File: src/rtl/snake_pkg.sv
// Shared playfield geometry, game-state codes and {X,Y} cell packing
// for the snake game blocks.
package snake_pkg;

   // {X,Y} cell address packing
   localparam int X_W    = 8;
   localparam int Y_W    = 7;
   localparam int ADDR_W = X_W + Y_W;

   // Master state machine codes driven on MSM_State
   typedef enum logic [1:0] {
      IDLE = 2'b00,
      PLAY = 2'b01,
      WIN  = 2'b10,
      FAIL = 2'b11
   } msm_state_t;

   // Target generator internal states
   typedef enum logic [1:0] {
      T_IDLE,
      T_DRAW,
      T_CHECK,
      T_HOLD
   } tgen_state_t;

   // Playfield is 160x120 cells; the outermost ring is wall
   localparam int GRID_W    = 160;
   localparam int GRID_H    = 120;
   localparam int WALL_X_LO = 0;
   localparam int WALL_X_HI = GRID_W - 1;
   localparam int WALL_Y_LO = 0;
   localparam int WALL_Y_HI = GRID_H - 1;

   function automatic logic [ADDR_W-1:0] pack_xy(input logic [X_W-1:0] x, input logic [Y_W-1:0] y);
      return {x, y};
   endfunction

   // Obstacle cells, index 0 is block1
   localparam logic [3:0][ADDR_W-1:0] BLOCK_ADDR = {
      pack_xy(8'd60, 7'd60),
      pack_xy(8'd55, 7'd33),
      pack_xy(8'd40, 7'd15),
      pack_xy(8'd28, 7'd11)
   };

endpackage

File: src/rtl/snake_lfsr16.sv
// Free-running 16-bit Galois LFSR, polynomial x^16+x^14+x^13+x^11+1.
// A non-zero seed keeps it off the all-zero lock-up state forever.
module snake_lfsr16 #(
   parameter logic [15:0] SEED = 16'hACE1
) (
   input  logic        CLK,
   input  logic        RESET,
   output logic [15:0] q
);

   localparam logic [15:0] TAP_MASK = 16'hB400;

   logic [15:0] lfsr_reg;
   logic [15:0] lfsr_next;

   // Shift right, folding the tap mask in when a one falls out of bit 0
   always_comb begin
      lfsr_next = lfsr_reg >> 1;
      if (lfsr_reg[0])
         lfsr_next = (lfsr_reg >> 1) ^ TAP_MASK;
   end

   // State register, steps every cycle
   always_ff @(posedge CLK or negedge RESET) begin
      if (!RESET)
         lfsr_reg <= SEED;
      else
         lfsr_reg <= lfsr_next;
   end

   assign q = lfsr_reg;

endmodule

File: src/rtl/target_generator.sv
// Apple (target) cell generator. Draws LFSR candidates, rejects illegal
// cells, and falls back to a fixed cell after too many rejects.
module target_generator
   import snake_pkg::*;
#(
   parameter logic [15:0]       LFSR_SEED  = 16'hACE1,
   parameter logic [X_W-1:0]    X_MIN      = X_W'(WALL_X_LO + 1),
   parameter logic [X_W-1:0]    X_MAX      = X_W'(WALL_X_HI - 1),
   parameter logic [Y_W-1:0]    Y_MIN      = Y_W'(WALL_Y_LO + 1),
   parameter logic [Y_W-1:0]    Y_MAX      = Y_W'(WALL_Y_HI - 1),
   parameter logic [7:0]        MAX_RETRY  = 8'd63,
   parameter logic [ADDR_W-1:0] FALLBACK_A = {8'd40, 7'd60},
   parameter logic [ADDR_W-1:0] FALLBACK_B = {8'd120, 7'd60}
) (
   input  logic              CLK,
   input  logic              RESET,
   input  logic [1:0]        MSM_State,
   input  logic              Reached_Target,
   input  logic [ADDR_W-1:0] Head_Address,
   input  logic [3:0]        Block_Light,
   output logic [ADDR_W-1:0] Random_Target_Address,
   output logic              Target_Valid,
   output logic [7:0]        Gen_Count,
   output logic              Fallback_Used
);

   logic [15:0]       lfsr_q;
   logic              unused_lfsr_msb;
   tgen_state_t       state_reg;
   logic [ADDR_W-1:0] cand_reg;
   logic [ADDR_W-1:0] prev_reg;
   logic [ADDR_W-1:0] addr_reg;
   logic [7:0]        retry_reg;
   logic [7:0]        gen_reg;
   logic              valid_reg;
   logic              fb_used_reg;

   logic [X_W-1:0]    cand_x;
   logic [Y_W-1:0]    cand_y;
   logic [3:0]        block_hit;
   logic              cand_reject;
   logic              take_fallback;
   logic [ADDR_W-1:0] fallback_addr;
   logic [ADDR_W-1:0] accept_addr;

   snake_lfsr16 #(.SEED(LFSR_SEED)) u_lfsr (
      .CLK   (CLK),
      .RESET (RESET),
      .q     (lfsr_q)
   );

   // Bit 15 never reaches the candidate decode
   assign unused_lfsr_msb = lfsr_q[15];

   assign cand_x = cand_reg[ADDR_W-1:Y_W];
   assign cand_y = cand_reg[Y_W-1:0];

   // One comparator per obstacle; only lit obstacles block a cell
   generate
      for (genvar gi = 0; gi < 4; gi++) begin : g_block
         assign block_hit[gi] = Block_Light[gi] && (cand_reg == BLOCK_ADDR[gi]);
      end
   endgenerate

   // Candidate legality and the fallback choice
   always_comb begin
      cand_reject   = (cand_x < X_MIN) || (cand_x > X_MAX) ||
                      (cand_y < Y_MIN) || (cand_y > Y_MAX) ||
                      (cand_reg == Head_Address) || (|block_hit) ||
                      (cand_reg == prev_reg);
      fallback_addr = (FALLBACK_A == Head_Address) ? FALLBACK_B : FALLBACK_A;
      take_fallback = cand_reject && (retry_reg == MAX_RETRY);
      accept_addr   = cand_reject ? fallback_addr : cand_reg;
   end

   // Draw/check/hold sequencer; leaving PLAY overrides everything
   always_ff @(posedge CLK or negedge RESET) begin
      if (!RESET) begin
         state_reg   <= T_IDLE;
         cand_reg    <= '0;
         prev_reg    <= '0;
         addr_reg    <= '0;
         retry_reg   <= '0;
         gen_reg     <= '0;
         valid_reg   <= 1'b0;
         fb_used_reg <= 1'b0;
      end else if (msm_state_t'(MSM_State) != PLAY) begin
         state_reg   <= T_IDLE;
         prev_reg    <= '0;
         addr_reg    <= '0;
         retry_reg   <= '0;
         gen_reg     <= '0;
         valid_reg   <= 1'b0;
         fb_used_reg <= 1'b0;
      end else begin
         case (state_reg)
            T_IDLE: state_reg <= T_DRAW;
            T_DRAW: begin
               cand_reg  <= {lfsr_q[7:0], lfsr_q[14:8]};
               state_reg <= T_CHECK;
            end
            T_CHECK: begin
               if (cand_reject && !take_fallback) begin
                  retry_reg <= retry_reg + 8'd1;
                  state_reg <= T_DRAW;
               end else begin
                  addr_reg  <= accept_addr;
                  prev_reg  <= accept_addr;
                  valid_reg <= 1'b1;
                  gen_reg   <= gen_reg + 8'd1;
                  retry_reg <= '0;
                  if (take_fallback)
                     fb_used_reg <= 1'b1;
                  state_reg <= T_HOLD;
               end
            end
            T_HOLD: begin
               if (Reached_Target) begin
                  valid_reg <= 1'b0;
                  addr_reg  <= '0;
                  state_reg <= T_DRAW;
               end
            end
            default: state_reg <= T_IDLE;
         endcase
      end
   end

   assign Random_Target_Address = addr_reg;
   assign Target_Valid          = valid_reg;
   assign Gen_Count             = gen_reg;
   assign Fallback_Used         = fb_used_reg;

endmodule
File: config.mk
export PLATFORM = sky130hd
export DESIGN_NAME = target_generator
export DESIGN_NICKNAME = d
export VERILOG_FILES = /design/src/rtl/snake_pkg.sv /design/src/rtl/snake_lfsr16.sv /design/src/rtl/target_generator.sv
export SDC_FILE = /design/constraint.sdc
export NUM_CORES = 1
export LEC_CHECK = 0
export CAP_MARGIN = 20
export CORE_MARGIN = 8
export CORE_UTILIZATION = 51
export CTS_CLUSTER_DIAMETER = 50
export CTS_CLUSTER_SIZE = 40
export DETAILED_ROUTE_END_ITERATION = 10
export PLACE_DENSITY_LB_ADDON = 0.15
export SYNTH_ARGS = -nofsm -noshare
export SYNTH_HDL_FRONTEND = slang
export SYNTH_SLANG_ARGS = --single-unit
File: constraint.sdc
create_clock -name CLK -period 2.35 [get_ports CLK]
set_clock_uncertainty 0.2 [all_clocks]
set_input_delay 0.705 -clock CLK [delete_from_list [all_inputs] [get_ports CLK]]
set_output_delay 0.705 -clock CLK [all_outputs]
set_load 0.005 [all_outputs]
Word-level counts from Yosys, hierarchy flattened

Index checks and enable logic that the tools add are counted.

Bitwise operators: 2
Magnitude comparators: 4
Multiplexer cells: 27
Reduce and logical (&&, ||, !) cells: 22
Add/sub/neg operators: 2
Equality and inequality tests: 15

Operator list:

| kind                                                                     | count |
|---|---|
| 15-bit two-way mux                                                       | 6 |
| 8-bit two-way mux                                                        | 6 |
| 15-bit by 13-bit equality test with 1-bit output (second input constant) | 3 |
| 15-bit equality test                                                     | 2 |
| 15-bit one-hot mux with 2 select lines                                   | 1 |
| 8-bit by 1-bit adder with 8-bit output (second input constant)           | 2 |
| 16-bit two-way mux                                                       | 1 |
| 13-bit by 15-bit equality test with 1-bit output (first input constant)  | 1 |
| 15-bit by 12-bit equality test with 1-bit output (second input constant) | 1 |
| 14-bit two-way mux                                                       | 1 |
| 8-bit by 6-bit equality test with 1-bit output (second input constant)   | 1 |
| 8-bit greater-than comparator (second input constant)                    | 1 |
| 8-bit by 1-bit < comparator with 1-bit output (second input constant)    | 1 |
| 2-bit one-hot mux with 4 select lines                                    | 1 |
| 7-bit greater-than comparator (second input constant)                    | 1 |
| 7-bit by 1-bit < comparator with 1-bit output (second input constant)    | 1 |
| 1-bit two-way mux                                                        | 7 |
| 1-bit logical AND                                                        | 6 |
| 1-bit logical OR                                                         | 6 |
| 2-bit two-way mux                                                        | 3 |
| 3-bit != test (second input constant)                                    | 2 |
| 3-bit AND reduction                                                      | 2 |
| 2-bit equality test (second input constant)                              | 2 |
| 3-bit NOT with 4-bit output                                              | 1 |
| other kinds (11)                                                         | 13 |

Register bits: 81
Output and inout port bits: 25
Input port bits: 24

Longest topological paths before layout

Word-level depth: 13
Depth in mapped cells: 9

Cells and area by module

Synthesis repeated with hierarchy kept, for this count alone.

Cells, all modules: 400
Area, all modules: 4105.2 um^2

Modules (own cells, without submodules):

| module           | instances | seq. area each (um^2) | cells an instance | area each (um^2) |
|---|---|---|---|---|
| target_generator | 1         | 1626.6                | 368               | 3570.9 |
| snake_lfsr16     | 1         | 410.4                 | 32                | 534.3 |

Worst setup path before layout

Ideal clock, no wire load.

Path kind: input to register
Start: input Block_Light[3]
End: register addr_reg[11], in the netlist Random_Target_Address[11]
Buffers on the path: 1
Cell stages on the path: 8
Required time: 2.028 ns
Setup time: 0.122 ns
Arrival time: 2.216 ns
Slack: -0.187 ns
Cell sequence: or4bb_1 -> nor4_2 -> o211ai_2 -> and4bb_4 -> buf_6 -> nand3_1 -> o21ai_0 -> a32o_1

Longest elaborated chain between the ends: 9
Elaborated cells on any way between the ends: 13
Those cells by class: eq/ne (1); mux (4); reduce/logical (8)

Ends and longest elaborated chain:

| element                          | RTL line                | RTL |
|---|---|---|
| start: declaration               | target_generator.sv:20  | `input logic [3:0] Block_Light,` |
| 1-bit logical AND *              | target_generator.sv:61  | `assign block_hit[gi] = Block_Light[gi] && (cand_reg == BLOCK_ADDR[gi]);` |
| 4-bit OR reduction *             | target_generator.sv:69  | `(cand_reg == Head_Address) \|\| (\|block_hit) \|\|` |
| 1-bit logical OR * (2 in series) | target_generator.sv:69  |  |
| 1-bit logical AND                | target_generator.sv:72  | `take_fallback = cand_reject && (retry_reg == MAX_RETRY);` |
| 1-bit zero test                  | target_generator.sv:103 | `if (cand_reject && !take_fallback) begin` |
| 1-bit logical AND                | target_generator.sv:103 |  |
| 3-bit != test (no line)          | --                      |  |
| 3-bit AND reduction (no line)    | --                      |  |
| end signal: assignment           | target_generator.sv:107 | `addr_reg <= accept_addr;` |
| end: declaration                 | target_generator.sv:32  | `logic [ADDR_W-1:0] addr_reg;` |

Every way passes the cells marked *; elsewhere a longest branch is shown, timed or not. The select of a mux whose other input is x is not followed.
A chain may end at the register's enable or synchronous reset.

Final worst setup path

Start: register cand_reg[3]
End: register gen_reg[7], in the netlist Gen_Count[7]

Longest elaborated chain between the ends: 11
Elaborated cells on any way between the ends: 23
Those cells by class: order compare (2); eq/ne (7); reduce/logical (14)

Ends and longest elaborated chain:

| element                                       | RTL line                | RTL |
|---|---|---|
| start: declaration                            | target_generator.sv:30  | `logic [ADDR_W-1:0] cand_reg;` |
| start signal: assignment                      | target_generator.sv:99  | `cand_reg <= {lfsr_q[7:0], lfsr_q[14:8]};` |
| 7-bit by 1-bit < comparator with 1-bit output | target_generator.sv:68  | `(cand_y < Y_MIN) \|\| (cand_y > Y_MAX) \|\|` |
| 1-bit logical OR                              | target_generator.sv:67  | `cand_reject = (cand_x < X_MIN) \|\| (cand_x > X_MAX) \|\|` |
| 1-bit logical OR (2 in series)                | target_generator.sv:68  |  |
| 1-bit logical OR                              | target_generator.sv:69  |  |
| 1-bit logical OR *                            | target_generator.sv:69  |  |
| 1-bit logical AND                             | target_generator.sv:72  |  |
| 1-bit zero test                               | target_generator.sv:103 |  |
| 1-bit logical AND *                           | target_generator.sv:103 |  |
| 2-bit != test (no line) *                     | --                      |  |
| 2-bit AND reduction (no line) *               | --                      |  |
| end signal: assignment                        | target_generator.sv:110 | `gen_reg <= gen_reg + 8'd1;` |
| end: declaration                              | target_generator.sv:34  | `logic [7:0] gen_reg;` |

Every way passes the cells marked *; elsewhere a longest branch is shown, timed or not.

==> out/metrics.cfg <==
[run_status]
status=complete, but fails checks
violations=negative setup slack

[synth]
synth_fp_nets=413
synth-seq-cells=81
ys_seq_area_frac=0.484
synth_ff_type=dfrtp_1
ys_warn_count=0
synth.distinct_cells=59
synthArstFlopShare=1.00
synth_cells=383
synth_area_per_cell_sq_um=11.0
syn_area_sq_mm=0.00421
synth_edf_count=0

[timing]
setup_viol=48
setup_tns_ns=-6.81
rsz0062_at_grt=true
period_share=1.10
hold_viol=0
tightest_slew_ns=0.604
post-route-min-period_ns=2.58
timing.slew.headroom=0.597
setup_ws_ns=-0.231
max_freq_mhz=388
drv_slew=0

[global_routing]
antenna_found_initial=0
grt_pass1_vias=3538
grt_first_pass_wirelength_microns=18200
grt_max_degree=35
grt_remaining_overflow=0
gr-usage-all-layers=0.200

[detailed_routing]
routed_wl_microns=11700
remaining_drc_errors=0
final_antenna_net_count=0
dr.pass1.iters=4
via_count=3558
wl_per_cell_microns=19.6
drtIter0Drc=162
avgViaCountPerCell=5.97

[floorplan]
pin_count=49
die_w_microns=107
core_area_sq_mm=0.00809
fp.dieH_microns=107
rows=33
dieArea_sq_mm=0.0114
start_util=0.520

[clocking]
cts.sinks=81
cts_tree=yes
cts.path.max_buffers=2
clk_pin_slew_ns=0.10
cts_root_buffer=clkbuf_8
worst_skew_pair.late_latency_ns=0.38
postCtsHoldBufs=0
cts_inserted_buffers=9
cts_max_level=3

[run]
timing.max_cap.violations=0

[power_and_ir_drop]
p_total_uw=2580
p_per_area_mw_per_mm2=441
p_leak_uw=0.00259
vdd.ir_drop.worst_uv=276

[setup_path]
startpoint=cand_reg[3]
cp_data_required_time_ns=2.40
crit_path_max_fanout=8
reg2reg_depth=9
reg2reg_to=Gen_Count[7]
cp.arrival_ns=2.63
r2r-start=cand_reg[3]
start_kind=register
r2r_setup_slack_ns=-0.23
path_class=register to register
cp-end-kind=register

[placed_design]
port_buffers=48
place_hpwl_microns=7860
globalplace.congestion=0.845

[layout]
syn2layout_area_growth_pct=38.9
largest_register_ffs=16
final_nets=516
num_antenna_cells=0
drive_above_1_share=0.436

[hold_path]
hold_class=input port to asynchronous set/reset pin

stage by stage:
| step | area, sq um | util | hold slack, ns | worst slack, ns | instances |
|---|---|---|---|---|---|
| 2_1_floorplan | 4220 | - | 0.150 | -0.187 | 383 |
| 3_3_place_gp | 5170 | 0.639 | 0.153 | -0.843 | 563 |
| 3_5_place_dp | 5170 | 0.639 | 0.155 | -0.915 | 563 |
| 4_1_cts | 5550 | 0.686 | 0.104 | -0.268 | 583 |
| 5_1_grt | 5850 | 0.723 | 0.122 | -0.328 | 596 |
| 6_report | 5850 | 0.723 | 0.0809 | -0.231 | 596 |
cells in the mapped netlist, drive strengths merged, types with 9 or more instances:
cell type | n | area (sq um)
nor4 | 9 | 77.6
o21ai | 16 | 114
dfrtp | 73 | 1830
a211oi | 9 | 67.6
xnor2 | 15 | 131
nand2 | 17 | 71.3
buf | 23 | 150
a21oi | 31 | 208
xor2 | 18 | 158
nand4 | 16 | 100
nor2 | 21 | 81.3
mux2 | 15 | 169
clkbuf | 9 | 33.8
nand3 | 11 | 55.1
critical path, cell delays in order, from the launching register on:
cell and delay, ns:
dfrtp_2 0.47, buf_6 0.15, xor2_1 0.18, nor4_2 0.29
nand4_1 0.23, and4bb_4 0.32, a21oi_4 0.24, buf_12 0.17
nor4_4 0.04, mux2i_1 0.15
kinds of logic (layout without fill, tap and decap cells):
logic type      Yosys count  count (layout)  synth area share
compound gates           87              87             0.157
xor+xnor                 33              33            0.0686
fa+ha+maj                 6               6            0.0178
buf+inv                  37             145            0.0481
flops                    81              81             0.484
mux                      19              19            0.0496
simple gates            120             120             0.175
what timing repair did:
item / in CTS / in global routing
resized for setup: 61 / 49
pin swaps: 27 / 18
setup endpoints to repair: 49 / 51
buffers inserted: 4 / 14
power by group:
part	switching, uW	internal [uW]	total (uW)
Sequential	1.67	1390	1400
Clock	616	415	1030
Combinational	84.3	65.2	150
cell usage in the layout (no fill, tap or decap), drive strengths merged, types with 6 or more instances in the layout:
master,count
buf,77
dfrtp,73
a21oi,31
clkdlybuf4s50,29
nor2,21
xor2,18
dlygate4sd2,17
nand2,17
nand4,16
o21ai,16
xnor2,15
mux2,15
nand3,11
clkbuf,10
inv,10
a211oi,9
nor4,9
a22o,8
dfstp,8
nor3,8
o2bb2ai,8
ha,6
cell type report:
cell class | instances | area, sq um
Multi-Input combinational cell | 265 | 2280
Fill cell | 571 | 2240
Sequential cell | 81 | 2050
Timing Repair Buffer | 124 | 1170
Tap cell | 105 | 131
Clock buffer | 9 | 124
Clock inverter | 7 | 70.1
Inverter | 5 | 18.8
routing by layer:
layer	share of wire	track usage
met5	0	0
met1	0.44	0.265
met2	0.47	0.317
met3	0.060	0.0378
met4	0.027	0.0814
worst max-delay path by stage:
stage | endpoint | slack (ns) | depth (start not counted)
after floorplan | Random_Target_Address[11] | -0.19 | 8
after global placement | Gen_Count[7] | -0.84 | 9
after detailed placement | Gen_Count[7] | -0.92 | 9
after CTS | Gen_Count[7] | -0.27 | 8
after global routing | Gen_Count[7] | -0.33 | 9
final | Gen_Count[7] | -0.23 | 9
Note: power is estimated with default switching activity, not from simulation.
